==> config.mk <==
export PLATFORM = sky130hd
export DESIGN_NAME = serial_tx
export DESIGN_NICKNAME = d
export VERILOG_FILES = /design/src/rtl/serial_tx.sv
export SDC_FILE = /design/constraint.sdc
export NUM_CORES = 1
export LEC_CHECK = 0
export ABC_AREA = 1
export CORE_MARGIN = 2
export CORE_UTILIZATION = 25
export DETAILED_ROUTE_END_ITERATION = 6
export SLEW_MARGIN = 20
export SYNTH_ARGS = -nofsm -noshare
export SYNTH_HDL_FRONTEND = slang
export SYNTH_SLANG_ARGS = --single-unit
==> constraint.sdc <==
create_clock -name clk -period 1.4 [get_ports clk]
set_input_delay 0.28 -clock clk [delete_from_list [all_inputs] [get_ports clk]]
set_output_delay 0.28 -clock clk [all_outputs]
set_load 0.005 [all_outputs]
==> src/rtl/serial_tx.sv <==
// MSB-first serial transmitter: parallel load, DIV cycles per bit, optional even parity,
// one-cycle done pulse, ready gating the next load. Outputs decode registered state only.
module serial_tx #(
    parameter int unsigned WIDTH  = 8,
    parameter int unsigned DIV    = 2,
    parameter int unsigned PARITY = 0
) (
    input  logic             clk,
    input  logic             rst_n,
    input  logic             load,
    input  logic [WIDTH-1:0] data_in,
    output logic             ready,
    output logic             sd,
    output logic             sen,
    output logic             done
);

    localparam int unsigned NBits = WIDTH + PARITY;
    localparam int unsigned BcW   = $clog2(NBits + 1);
    localparam int unsigned DcW   = (DIV > 1) ? $clog2(DIV) : 1;

    localparam logic [BcW-1:0] LastBit  = BcW'(NBits - 1);
    localparam logic [BcW-1:0] DataBits = BcW'(WIDTH);
    localparam logic [DcW-1:0] DivLast  = DcW'(DIV - 1);

    typedef enum logic [1:0] {
        StIdle,
        StShift,
        StDone
    } state_e;

    state_e           state_q, state_d;
    logic [WIDTH-1:0] shreg_q, shreg_d;
    logic [BcW-1:0]   bit_cnt_q, bit_cnt_d;
    logic [DcW-1:0]   div_cnt_q, div_cnt_d;
    logic             par_q, par_d;

    // State and datapath registers; reset abandons any frame in flight.
    always_ff @(posedge clk or negedge rst_n) begin
        if (!rst_n) begin
            state_q   <= StIdle;
            shreg_q   <= '0;
            bit_cnt_q <= '0;
            div_cnt_q <= '0;
            par_q     <= 1'b0;
        end else begin
            state_q   <= state_d;
            shreg_q   <= shreg_d;
            bit_cnt_q <= bit_cnt_d;
            div_cnt_q <= div_cnt_d;
            par_q     <= par_d;
        end
    end

    // Next-state logic: load in idle, bit timing in shift, counters cleared in done.
    always_comb begin
        state_d   = state_q;
        shreg_d   = shreg_q;
        bit_cnt_d = bit_cnt_q;
        div_cnt_d = div_cnt_q;
        par_d     = par_q;
        unique case (state_q)
            StIdle: begin
                if (load) begin
                    shreg_d   = data_in;
                    bit_cnt_d = '0;
                    div_cnt_d = '0;
                    par_d     = ^data_in;
                    state_d   = StShift;
                end
            end
            StShift: begin
                if (div_cnt_q == DivLast) begin
                    div_cnt_d = '0;
                    shreg_d   = {shreg_q[WIDTH-2:0], 1'b0};
                    bit_cnt_d = bit_cnt_q + BcW'(1);
                    // Final wrap and the move to done share one edge.
                    if (bit_cnt_q == LastBit) begin
                        state_d = StDone;
                    end
                end else begin
                    div_cnt_d = div_cnt_q + DcW'(1);
                end
            end
            StDone: begin
                bit_cnt_d = '0;
                div_cnt_d = '0;
                state_d   = StIdle;
            end
            default: begin
                state_d = StIdle;
            end
        endcase
    end

    assign ready = (state_q == StIdle);
    assign sen   = (state_q == StShift);
    assign done  = (state_q == StDone);
    // Data bits come from the shifter MSB; the trailing slot (if any) carries parity.
    assign sd    = sen && ((bit_cnt_q < DataBits) ? shreg_q[WIDTH-1] : par_q);

endmodule

==> flow_metrics.py, run 1 <==
metrics = {
    "sta": {
        "hold_viol_final": 0,
        "timing.hold.ws_ps": 349.5,
        "finClkSkew_ps": 3.473,
        "rsz0062_at_grt": "true",
        "slew_violations": 0,
        "relSlewSlack": 0.8453,
        "setup_tns_ps": 0,
        "min_period_ps": 1375,
        "setup_violations": 0,
        "max_freq_mhz": 727.3,
        "layout_worst_path_cycle_share": 0.9821,
        "worst_pin_slew_ps": 232.1,
    },
    "placed_design": {
        "port_buffers": 14,
        "post-dp-hpwl_mm": 1.542,
        "post_dp_cell_area_mm2": 0.001250,
        "gp_congestion": 0.6973,
    },
    "run_status": {
        "status": "finished, final reports clean",
    },
    "drt": {
        "met1Wirelength_mm": 1.052,
        "drc_errors": 0,
        "highest_layer": "met4",
        "avgViaCountPerCell": 4.300,
        "drtPass1Iterations": 4,
        "dr_wl_met2_mm": 1.026,
        "finalWirelength_mm": 2.166,
        "drt_iter0_drc": 17,
        "detail-route-antenna-nets": 0,
        "met3_length_um": 66,
        "wl_per_cell_um": 9.982,
        "via_count": 933,
    },
    "logic_synthesis": {
        "yosysMostFrequentCell": "nand2_1",
        "syn-cell-area_um2": 989.7,
        "async_reset_ff_frac": 1.000,
        "synth_top_area_frac": 0.4046,
        "synth_top_flop_cell": "dfrtp_1",
        "avgSynthCellArea_um2": 7.172,
        "synth-seq-cells": 16,
        "synth_edf_count": 0,
        "yosys_warnings": 0,
        "yosysTopAreaCell": "dfrtp_1",
        "ys_top_cells_by_area": "dfrtp_1 (40%), nand2_1 (20%), inv_1 (9.1%)",
        "ys_seq_area_frac": 0.4046,
        "synth_cells": 138,
        "synth_cell_type_count": 22,
        "ys_top_cells_by_count": "nand2_1 (52), inv_1 (24), dfrtp_1 (16), nand3_1 (7), o21ai_1 (7)",
        "synth_nets": 150,
    },
    "power": {
        "ir_drop_v": 0.0005541,
        "power.density_mw_per_mm2": 2128,
        "power_mw": 2.875,
        "p_leak_nw": 0.7269,
    },
    "clock_tree": {
        "clk_pin_slew_worst_paths_ps": 70,
        "cts_max_path_buffers": 2,
        "numCtsBuffers": 3,
        "cts_hold_buf": 0,
        "htreeDepth": 1,
        "cts_tree": "done",
        "root_buffer": "clkbuf_8",
        "worstSkewPairLatency_ps": 250,
        "cts.sinks": 16,
    },
    "final_layout": {
        "final_nets": 182,
        "fin_area_mm2": 0.001351,
        "area_growth_syn_to_layout_pct": 36.54,
        "drive_gt1_frac": 0.2367,
        "diodes": 0,
    },
    "floorplanning": {
        "die_w_um": 66.92,
        "ios": 15,
        "floorplan.initialDensity": 0.2644,
        "rows": 22,
        "dieHeight_um": 66.92,
        "design.core.area_mm2": 0.003744,
        "die-area_mm2": 0.004478,
    },
    "global_route": {
        "grt_use_total": 0.1056,
        "grt_max_degree": 17,
        "grt_pass1_vias": 828,
        "antenna_found_initial": 0,
        "grt_pass1_wl_mm": 3.512,
        "grt_remaining_overflow": 0,
    },
    "hold_path": {
        "hp-class": "in -> async",
    },
    "critical_path": {
        "cp.required_ps": 1120,
        "cp-end-kind": "output port",
        "worst_ep_arrival_time_ps": 1090,
        "crit_fanout": 2,
        "critical_path_class": "reg -> out",
        "start_kind": "register",
    },
    "flow_run": {
        "maxCapViolCount": 0,
    },
}
==> critical path, cell delays in order, from the launching register on <==
cell	delay, ps
dfrtp_1	390
inv_2	60
nand2_2	50
inv_2	60
o21ai_1	50
a21oi_1	100
buf_2	120
==> routing by layer <==
| metal | global-route usage | vias to the layer above |
|---|---|---|
| met2 | 0.1688 | 13 |
| met5 | 0 | - |
| li1 | - | 495 |
| met1 | 0.1375 | 423 |
| met4 | 0.04592 | 0 |
| met3 | 0.02027 | 2 |
==> final timing paths <==
check	from	to	slack (ps)	depth (start not counted)
max	state_q[1]	sd	30	6
min	rst_n	bit_cnt_q[2]	350	2
max reg2reg	state_q[1]	par_q	100	8
min reg2reg	par_q	par_q	510	2
max in group asynchronous	rst_n	bit_cnt_q[1]	870	2
min in group clk	par_q	par_q	510	2
==> sequential cells by signal (all words and copies together) (netlist names) <==
| name | flops |
|---|---|
| shreg_q | 8 |
| bit_cnt_q | 4 |
| par_q | 1 |
| div_cnt_q | 1 |
| state_q | 2 |
==> layout by cell type (no fill, tap or decap), types with 3 or more instances in the layout <==
cell type	Yosys	final
nand2_1	52	51
inv_1	24	22
dfrtp_1	16	16
buf_4	2	13
clkdlybuf4s50_1	0	10
o21ai_1	7	7
nand3_1	7	7
o211ai_1	5	5
nor2_1	4	4
o21ai_2	3	4
clkbuf_8	0	4
inv_2	1	3
nand2_4	1	3
==> stage by stage <==
| stage | instances | utilization | setup slack, ps |
|---|---|---|---|
| final | 217 | 0.3610 | 25.07 |
| after global routing | 217 | 0.3610 | -45.81 |
| after CTS | 214 | 0.3513 | -0.3653 |
| after detailed placement | 209 | 0.3339 | -145.1 |
| after global placement | 209 | 0.3339 | -129.2 |
| after floorplan | 138 | - | 154.5 |
==> repair_timing <==
item,CTS,global route
gates resized for setup,15,9
endpoints found under the setup margin,12,14
cloned,0,1
pin swaps,0,1
buffers inserted,1,2
==> report_power, final <==
part	switching, mW	internal (mW)
clock	0.173	0.250
sequential	0.126	0.673
combinational	0.911	0.744
total	1.21	1.67
==> cells by family (layout without fill, tap and decap cells) <==
group                      after synthesis  count (layout)  share of synthesized area
buffers and inverters                   28              58                     0.1251
and+or+nand+nor                         70              71                     0.2971
adders and majority gates                1               1                    0.01264
AOI/OAI and AO/OA                       22              22                     0.1517
DFF                                     16              16                     0.4045
xor gates and xnor gates                 1               1                   0.008851
==> cell type report <==
cell class | instances | area (µm²)
Clock buffer | 4 | 55.05
Fill cell | 436 | 2392
Inverter | 25 | 93.84
Multi-Input combinational cell | 95 | 501.7
Sequential cell | 16 | 400.4
Tap cell | 48 | 60.06
Timing Repair Buffer | 29 | 240.2
Power figures use the tool's default switching activity.
==> inputs of run 2 (changes only) <==
--- a/config.mk
+++ b/config.mk
@@ -8,6 +8,7 @@
 export ABC_AREA = 1
 export CORE_MARGIN = 2
 export CORE_UTILIZATION = 25
+export CTS_CLUSTER_SIZE = 14
 export DETAILED_ROUTE_END_ITERATION = 6
 export SLEW_MARGIN = 20
 export SYNTH_ARGS = -nofsm -noshare
==> results of run 2 <==
Same layout as run 1: the final DEF is identical, and so are final timing and power.
